[config.mk]
export PLATFORM = sky130hd
export DESIGN_NAME = pool_max2x2_flat
export DESIGN_NICKNAME = d
export VERILOG_FILES = /design/src/rtl/pool_max2x2_if.sv /design/src/rtl/pool_max2x2.sv /design/src/flat_wrapper.sv
export SDC_FILE = /design/constraint.sdc
export NUM_CORES = 1
export LEC_CHECK = 0
export ABC_CLOCK_PERIOD_IN_PS = 13350
export CAP_MARGIN = 40
export CORE_MARGIN = 5
export CORE_UTILIZATION = 60
export DETAILED_ROUTE_END_ITERATION = 10
export HOLD_SLACK_MARGIN = 0.08
export PLACE_DENSITY = 0.84
export RECOVER_POWER = 100
export REMOVE_ABC_BUFFERS = 1
export SYNTH_ARGS = -nofsm -noshare
export SYNTH_HDL_FRONTEND = slang
export SYNTH_SLANG_ARGS = --single-unit
[constraint.sdc]
create_clock -name clk -period 13.35 [get_ports clk]
set_input_delay 4.005 -clock clk [delete_from_list [all_inputs] [get_ports clk]]
set_output_delay 4.005 -clock clk [all_outputs]
set_load 0.1 [all_outputs]
[src/rtl/pool_max2x2_if.sv]
// Pixel stream bundle for pool_max2x2: input beats from accum, pooled output pulses.
// master drives the input stream and observes results; slave is the pooling stage.
interface pool_max2x2_if #(
    parameter int DWIDTH = 16
);
    logic                     in_valid;
    logic signed [DWIDTH-1:0] pixel_in;
    logic                     out_valid;
    logic signed [DWIDTH-1:0] pixel_out;
    logic                     frame_done;

    modport master (
        output in_valid, pixel_in,
        input  out_valid, pixel_out, frame_done
    );

    modport slave (
        input  in_valid, pixel_in,
        output out_valid, pixel_out, frame_done
    );
endinterface

[src/rtl/pool_max2x2.sv]
// Streaming 2x2/stride-2 signed max pooling over one row-major feature map; RENKON_POOL_RELU_EN clamps output at 0.
// Latency: pooled pixel is registered 1 cycle after the odd-row/odd-col input beat.
// Backpressure: none; accepts 1 pixel per cycle, gaps in in_valid are legal.
module pool_max2x2 #(
    parameter int DWIDTH   = 16,
    parameter int MAXWIDTH = 32,
    parameter int SWIDTH   = $clog2(MAXWIDTH + 1)
) (
    input  logic              clk,
    input  logic              reset,
    input  logic              start,
    input  logic [SWIDTH-1:0] fm_width,
    input  logic [SWIDTH-1:0] fm_height,
    output logic              busy,
    pool_max2x2_if.slave      pix
);

    localparam int                LB_DEPTH = MAXWIDTH / 2;
    localparam int                LBW      = (LB_DEPTH > 1) ? $clog2(LB_DEPTH) : 1;
    localparam logic [SWIDTH-1:0] MAXW     = SWIDTH'(MAXWIDTH);

    typedef enum logic {IDLE, ACTIVE} state_t;

    state_t                   state_q, state_d;
    logic [SWIDTH-1:0]        width_q, height_q;
    logic [SWIDTH-1:0]        col_q, row_q;
    logic signed [DWIDTH-1:0] h_q;
    logic signed [DWIDTH-1:0] linebuf [LB_DEPTH];
    logic                     out_valid_q, frame_done_q;
    logic signed [DWIDTH-1:0] pixel_out_q;

    logic                     sizes_ok;
    logic                     col_last, row_last;
    logic                     accept, cnt_clr, last_beat;
    logic [LBW-1:0]           lb_idx;
    logic signed [DWIDTH-1:0] px, lb_val, pair_max, win_max, win_out;

    assign px       = pix.pixel_in;
    assign sizes_ok = !fm_width[0]  && (fm_width != '0) && (fm_width <= MAXW) &&
                      !fm_height[0] && (fm_height != '0);
    assign col_last = (col_q == width_q - 1'b1);
    assign row_last = (row_q == height_q - 1'b1);

    always_ff @(posedge clk) begin
        if (reset) state_q <= IDLE;
        else       state_q <= state_d;
    end

    // A start always clears the counters; illegal sizes leave (or drop back to) IDLE.
    always_comb begin
        state_d   = state_q;
        accept    = 1'b0;
        cnt_clr   = 1'b0;
        last_beat = 1'b0;
        case (state_q)
            IDLE: begin
                if (start) begin
                    cnt_clr = 1'b1;
                    if (sizes_ok) state_d = ACTIVE;
                end
            end
            ACTIVE: begin
                if (start) begin
                    cnt_clr = 1'b1;
                    state_d = sizes_ok ? ACTIVE : IDLE;
                end else if (pix.in_valid) begin
                    accept = 1'b1;
                    if (col_last && row_last) begin
                        last_beat = 1'b1;
                        state_d   = IDLE;
                    end
                end
            end
            default: state_d = IDLE;
        endcase
    end

    always_ff @(posedge clk) begin
        if (reset) begin
            width_q  <= '0;
            height_q <= '0;
        end else if (start && sizes_ok) begin
            width_q  <= fm_width;
            height_q <= fm_height;
        end
    end

    always_ff @(posedge clk) begin
        if (reset || cnt_clr) begin
            col_q <= '0;
            row_q <= '0;
        end else if (accept) begin
            if (col_last) begin
                col_q <= '0;
                row_q <= row_last ? '0 : row_q + 1'b1;
            end else begin
                col_q <= col_q + 1'b1;
            end
        end
    end

    assign lb_idx   = col_q[LBW:1];
    assign lb_val   = linebuf[lb_idx];
    assign pair_max = (px > h_q) ? px : h_q;
    assign win_max  = (pair_max > lb_val) ? pair_max : lb_val;
`ifdef RENKON_POOL_RELU_EN
    assign win_out  = win_max[DWIDTH-1] ? '0 : win_max;
`else
    assign win_out  = win_max;
`endif

    // Line buffer holds the even-row pair maxima; every entry is rewritten before it is read.
    always_ff @(posedge clk) begin
        if (accept && col_q[0] && !row_q[0]) linebuf[lb_idx] <= pair_max;
    end

    always_ff @(posedge clk) begin
        if (reset) begin
            h_q          <= '0;
            out_valid_q  <= 1'b0;
            frame_done_q <= 1'b0;
            pixel_out_q  <= '0;
        end else begin
            out_valid_q  <= 1'b0;
            frame_done_q <= 1'b0;
            if (accept) begin
                if (!col_q[0]) begin
                    h_q <= px;
                end else if (row_q[0]) begin
                    out_valid_q  <= 1'b1;
                    frame_done_q <= last_beat;
                    pixel_out_q  <= win_out;
                end
            end
        end
    end

    assign busy           = (state_q == ACTIVE);
    assign pix.out_valid  = out_valid_q;
    assign pix.frame_done = frame_done_q;
    assign pix.pixel_out  = pixel_out_q;

endmodule
[src/flat_wrapper.sv]
// flat-port wrapper written by rule: the top's interface ports become plain ports
module pool_max2x2_flat 
#(
    parameter int DWIDTH   = 16,
    parameter int MAXWIDTH = 32,
    parameter int SWIDTH   = $clog2(MAXWIDTH + 1)
)
  (clk, reset, start, fm_width, fm_height, busy, pix_in_valid, pix_pixel_in, pix_out_valid, pix_pixel_out, pix_frame_done);
  pool_max2x2_if #(.DWIDTH(DWIDTH)) pix_i ();
  input  logic clk;
  input  logic reset;
  input  logic start;
  input  logic [SWIDTH-1:0] fm_width;
  input  logic [SWIDTH-1:0] fm_height;
  output logic busy;
  input wire logic [$bits(pix_i.in_valid)-1:0] pix_in_valid;
  input wire logic [$bits(pix_i.pixel_in)-1:0] pix_pixel_in;
  output wire logic [$bits(pix_i.out_valid)-1:0] pix_out_valid;
  output wire logic [$bits(pix_i.pixel_out)-1:0] pix_pixel_out;
  output wire logic [$bits(pix_i.frame_done)-1:0] pix_frame_done;
  assign pix_i.in_valid = pix_in_valid;
  assign pix_i.pixel_in = pix_pixel_in;
  assign pix_out_valid = pix_i.out_valid;
  assign pix_pixel_out = pix_i.pixel_out;
  assign pix_frame_done = pix_i.frame_done;
  pool_max2x2 #(.DWIDTH(DWIDTH), .MAXWIDTH(MAXWIDTH), .SWIDTH(SWIDTH)) u_core (.clk(clk), .reset(reset), .start(start), .fm_width(fm_width), .fm_height(fm_height), .busy(busy), .pix(pix_i));
endmodule
# Word level (Yosys, flattened, before mapping)
# Memories as Yosys holds them, arrays and structs flattened. A register that Yosys moved wholly into a read port is not among the register bits.
# Index checks and enable logic that the tools add are counted.
# Widths: inputs -> output; s select.
dict set report totals {
  out_inout_bits 19
  register_bits 59
  memories 1
  rom_bits 0
  ramBits 256
  input_bits 32
  latchBits 0
}
dict set report op_classes {
  addsub 4
  n_eq_ne 2
  div 0
  order_cmp 3
  n_bitwise 5
  reduce_logical 19
  shift 0
  multipliers 0
  mux 20
}
# memory depth width read_ports rd_clocked_by_memory_dff wr line_no
set memory_table {}
lappend memory_table {u_core.linebuf 16 16 1 1 1 pool_max2x2.sv:28} ;# logic signed [DWIDTH-1:0] linebuf [LB_DEPTH];
# operator n
set op_table {}
lappend op_table {{$gt 16x16->1} 2}
lappend op_table {{$mux 16} 2}
lappend op_table {{$mux 1} 13}
lappend op_table {{$add 6x1->6 const B} 2}
lappend op_table {{$eq 6x6->1} 2}
lappend op_table {{$mux 6} 2}
lappend op_table {{$reduce_bool 6->1} 2}
lappend op_table {{$sub 6x1->6 const B} 2}
lappend op_table {{$logic_and 1x1->1} 8}
lappend op_table {{$mux 4} 2}
lappend op_table {{$reduce_or 7->1} 1}
lappend op_table {{$le 6x6->1 const B} 1}
lappend op_table {{$not 1->1} 5}
lappend op_table {{$reduce_and 2->1} 2}
lappend op_table {{$logic_not 1->1} 3}
lappend op_table {{$reduce_and 3->1} 1}
lappend op_table {{$reduce_or 3->1} 1}
lappend op_table {{$pmux 1 s2} 1}
lappend op_table {{$logic_or 1x1->1} 1}

# Logic depth before layout (Yosys ltp)
dict set report logic_depth {
  depth_word 8
  ltp_mapped 16
}

# Least setup slack after synthesis
# OpenSTA, ideal clock, no wires.
dict set report synth_timing {
  kind {input-to-reg}
  from {input port pix_pixel_in[15]}
  to {register u_core.pixel_out_q[12], in the netlist u_core.pix.pixel_out[12]}
  required_ns 13.228
  path_buffers 2
  arrival_time_ns 7.722
  path_stages 14
  setup_slack_ns 5.506
  cell_sequence {ha_1 -> nand4_1 -> nor4_2 -> a211oi_1 -> a31oi_4 -> buf_6 -> mux2_1 -> ha_1 -> a21o_1 -> a2111o_1 -> o31ai_2 -> nor2_2 -> buf_2 -> a221o_1}
}
dict set report synth_between {
  elab_chain_cells 4
}
# element line_no
set synth_lines {}
lappend synth_lines {{start, declared} flat_wrapper.sv:17} ;# input wire logic [$bits(pix_i.pixel_in)-1:0] pix_pixel_in;
lappend synth_lines {{$gt 16x16->1} pool_max2x2.sv:104} ;# assign pair_max = (px > h_q) ? px : h_q;
lappend synth_lines {{$mux 16} pool_max2x2.sv:104}
lappend synth_lines {{via u_core.pair_max[13]} pool_max2x2.sv:36} ;# logic signed [DWIDTH-1:0] px, lb_val, pair_max, win_max, win_out;
lappend synth_lines {{$gt 16x16->1} pool_max2x2.sv:105} ;# assign win_max = (pair_max > lb_val) ? pair_max : lb_val;
lappend synth_lines {{$mux 16} pool_max2x2.sv:105}
lappend synth_lines {{end signal, assigned} pool_max2x2.sv:132} ;# pixel_out_q <= win_out;
lappend synth_lines {{end, declared} pool_max2x2.sv:30} ;# logic signed [DWIDTH-1:0] pixel_out_q;
# The timed path passes the listed nets, and every way through them passes these cells.
# A chain may end at the register's enable or synchronous reset.

# Worst setup path after layout
dict set report layout_timing {
  from {input port pix_pixel_in[14]}
  to {register u_core.pixel_out_q[7], in the netlist u_core.pix.pixel_out[7]}
}
# Same word-level chain as after synthesis.

==> reports/qor.csv <==
metric;value;unit
cts_tree;done;
startpoint_type;input port;
final_max_slew_viol_count;50;
rrSetupSlack;7.27;ns
grt_use_met3;3.87;%
use_met1;32.7;%
htree_levels;1;
routedWlPerCell;25.1;um
slowest_delay;1.47;ns
ant_nets;0;
overflow;0;
syn_to_final_growth;14.3;%
instances_no_fill;1204;
syn-cell-area;13400;um^2
min_period_over_period;73.1;%
worstSetupPathType;input port to flop;
final_layout_size_suffix_gt1_share;16.6;%
grt_pass1_wl;47100;um
cp-end-kind;flop;
ys_seq_elements;319;
place.gp.congestion;0.836;
fill_cells;1343;
worst_clock_skew;0.0117;ns
seqCellArea;8950;um^2
start_util;61.2;%
diodes;0;
grt_pass1_vias;8100;
cts_buffer_depth;3;
avgSynthCellArea;16.6;um^2
die_w;160;um
postLayoutCoreUtil;69.9;%
synthArstFlopShare;0;%
violations;max-capacitance violations, max-slew violations;
drtIter0Drc;793;
path_max_fanout;18;
use_met2;40.2;%
rows;54;
dr_total_vias;7833;
slew_headroom;-26.2;%
path_cells;dlygate4sd3_1 -> ha_1 -> nand4_1 -> nor4_1 -> a211oi_1 -> a31oi_1 -> mux2_1 -> ha_1 -> a21o_1 -> a2111o_1 -> o31ai_1 -> clkbuf_1 -> nor3b_1 -> a221o_1;
grt.busiest_layer;met2;
postCtsSetupBuffers;0;
die-area;25500;um^2
power.total;0.00202;W
port-buffer-count;50;
hold_viol;0;
post_cts_resize_count;0;
clock_latency;0.55;ns
max_cap_viol_count;2;
clock-sinks;319;
hold_buffers;0;
p_leak;5.02;nW
grt_max_degree;40;
wl;30200;um
post-route-min-period;9.75;ns
yosysUniqueCellTypes;62;
clk_pin_slew_worst_paths;0.06;ns
final_cell_mix;edfxtp_1 (256), mux4_2 (64), dfxtp_1 (61);
fin_ws;3.60;ns
yosys_warnings;0;
pre_cts_ws;4.56;ns
vias_per_cell;6.51;
io_pins;51;
syn_inst;811;
tightest_slew;1.88;ns
hpwl;17900;um
core-area;22000;um^2
drt_pre_antenna_iters;5;
fp.dieH;160;um
synth-edff-count;256;
layout_commonest_cell;edfxtp_1;
grt_usage;23.8;%
cp_data_required_time;13.83;ns
multiInputGateArea;4160;um^2
dp.cells;1147;
cp_slowest_cell;a31oi_1;
drc;0;
cp.arrival;10.23;ns
cts-buffers-inserted;31;
rsz0062_at_grt;no;
final.setup.tns;0;ns
fin_nets;968;
vdd_ir_drop_max;0.101;mV
antenna_found_initial;0;
setup_viol;0;
cts_root_buf;clkbuf_16;
power_density;132;nW/um^2
crit_top_cell;ha_1;
clock.fmax;0.103;GHz
status;finished, violations left;
min_path_type;flop to flop;
synth_ff_type;edfxtp_1;
ys_seq_area_share;66.6;%
## registers in the layout, summed over array words and instances (netlist names), named ones only
name                   count
u_core.busy                1
u_core.col_q               6
u_core.pix.out_valid       1
u_core.pix.pixel_out      16
u_core.height_q            6
u_core.pix.frame_done      1
u_core.row_q               6
u_core.h_q                16
u_core.linebuf           256
u_core.width_q             6
## stage by stage
stage	hold WS, ns	area, um^2
global route	0.497	15400
global placement	0.452	14300
finish	0.467	15400
floorplan	0.439	13200
CTS	0.471	15700
detailed placement	0.463	14700
## area by class of cell
type                       count  area share (%)
clock inverter                22            1.47
multi-input combinational    422            27.1
clock buffer                  35            5.15
tap                          280            2.28
sequential                   319            58.3
inverter                      28           0.684
timing repair buffer          98            5.02
## final timing paths
path | startpoint | endpoint | cells after the start
worst max-delay path | pix_pixel_in[14] | u_core.pix.pixel_out[7]$_SDFFE_PP0P_ | 14
worst min-delay path | u_core.h_q[15]$_SDFFE_PP0P_ | u_core.h_q[15]$_SDFFE_PP0P_ | 2
worst max register to register | u_core.h_q[14]$_SDFFE_PP0P_ | u_core.pix.pixel_out[7]$_SDFFE_PP0P_ | 14
worst min register to register | u_core.h_q[15]$_SDFFE_PP0P_ | u_core.h_q[15]$_SDFFE_PP0P_ | 2
## critical path, delay by kind of cell
family	cells	cell delay (ns)
compound gates	6	2.72
buf+inv	2	1.16
simple gates	3	0.93
mux	1	0.73
fa+ha+maj	2	0.67
## per-layer routing
metal / wire length, um / vias to the layer above
met4: 710 / 0
met5: 0 / -
met2: 15100 / 453
li1: - / 3388
met1: 11900 / 3939
met3: 2550 / 53
## cell families after synthesis
group / synth area share, %
and+or+nand+nor: 6.40
adders and majority gates: 3.35
xor gates and xnor gates: 1.67
DFF: 66.6
muxes: 12.9
AOI/OAI and AO/OA: 6.81
buffers and inverters: 2.32
## cell usage after synthesis, drive strengths merged, types with 2 or more instances
cell      n  area share [%]
a211oi    2            0.11
a21o      2            0.11
a21oi    35             1.3
a221o    15             1.1
a221oi   15             1.7
a22o     15            0.98
a22oi     2            0.11
a31oi     2            0.20
and2      2           0.093
buf      21            0.95
clkbuf   21            0.59
dfxtp    63             9.4
edfxtp  256              57
ha       36             3.4
inv      28            0.78
mux2     15             1.3
mux2i    12            0.89
mux4     64              11
nand2    49             1.4
nand3     7            0.35
nand3b    2            0.11
nand4    12            0.56
nand4b    2            0.13
nor2     39             1.1
nor2b     3            0.14
nor3      9            0.34
nor3b    19             1.1
nor4      4            0.23
o21a      2            0.11
o21ai     6            0.25
o21bai    2            0.14
o31ai     4            0.30
or2       4            0.19
or3       4            0.19
or4       2            0.14
xnor2    10            0.65
xor2     13            0.85
## power by group
part           switching (W)  leakage [nW]   total, W  internal, W
logic              0.0000458          1.68  0.0000696    0.0000238
registers         0.00000109          2.85    0.00108      0.00108
clock network       0.000369         0.492   0.000874     0.000504
total               0.000416          5.02    0.00202      0.00161
Power figures use the tool's default switching activity.
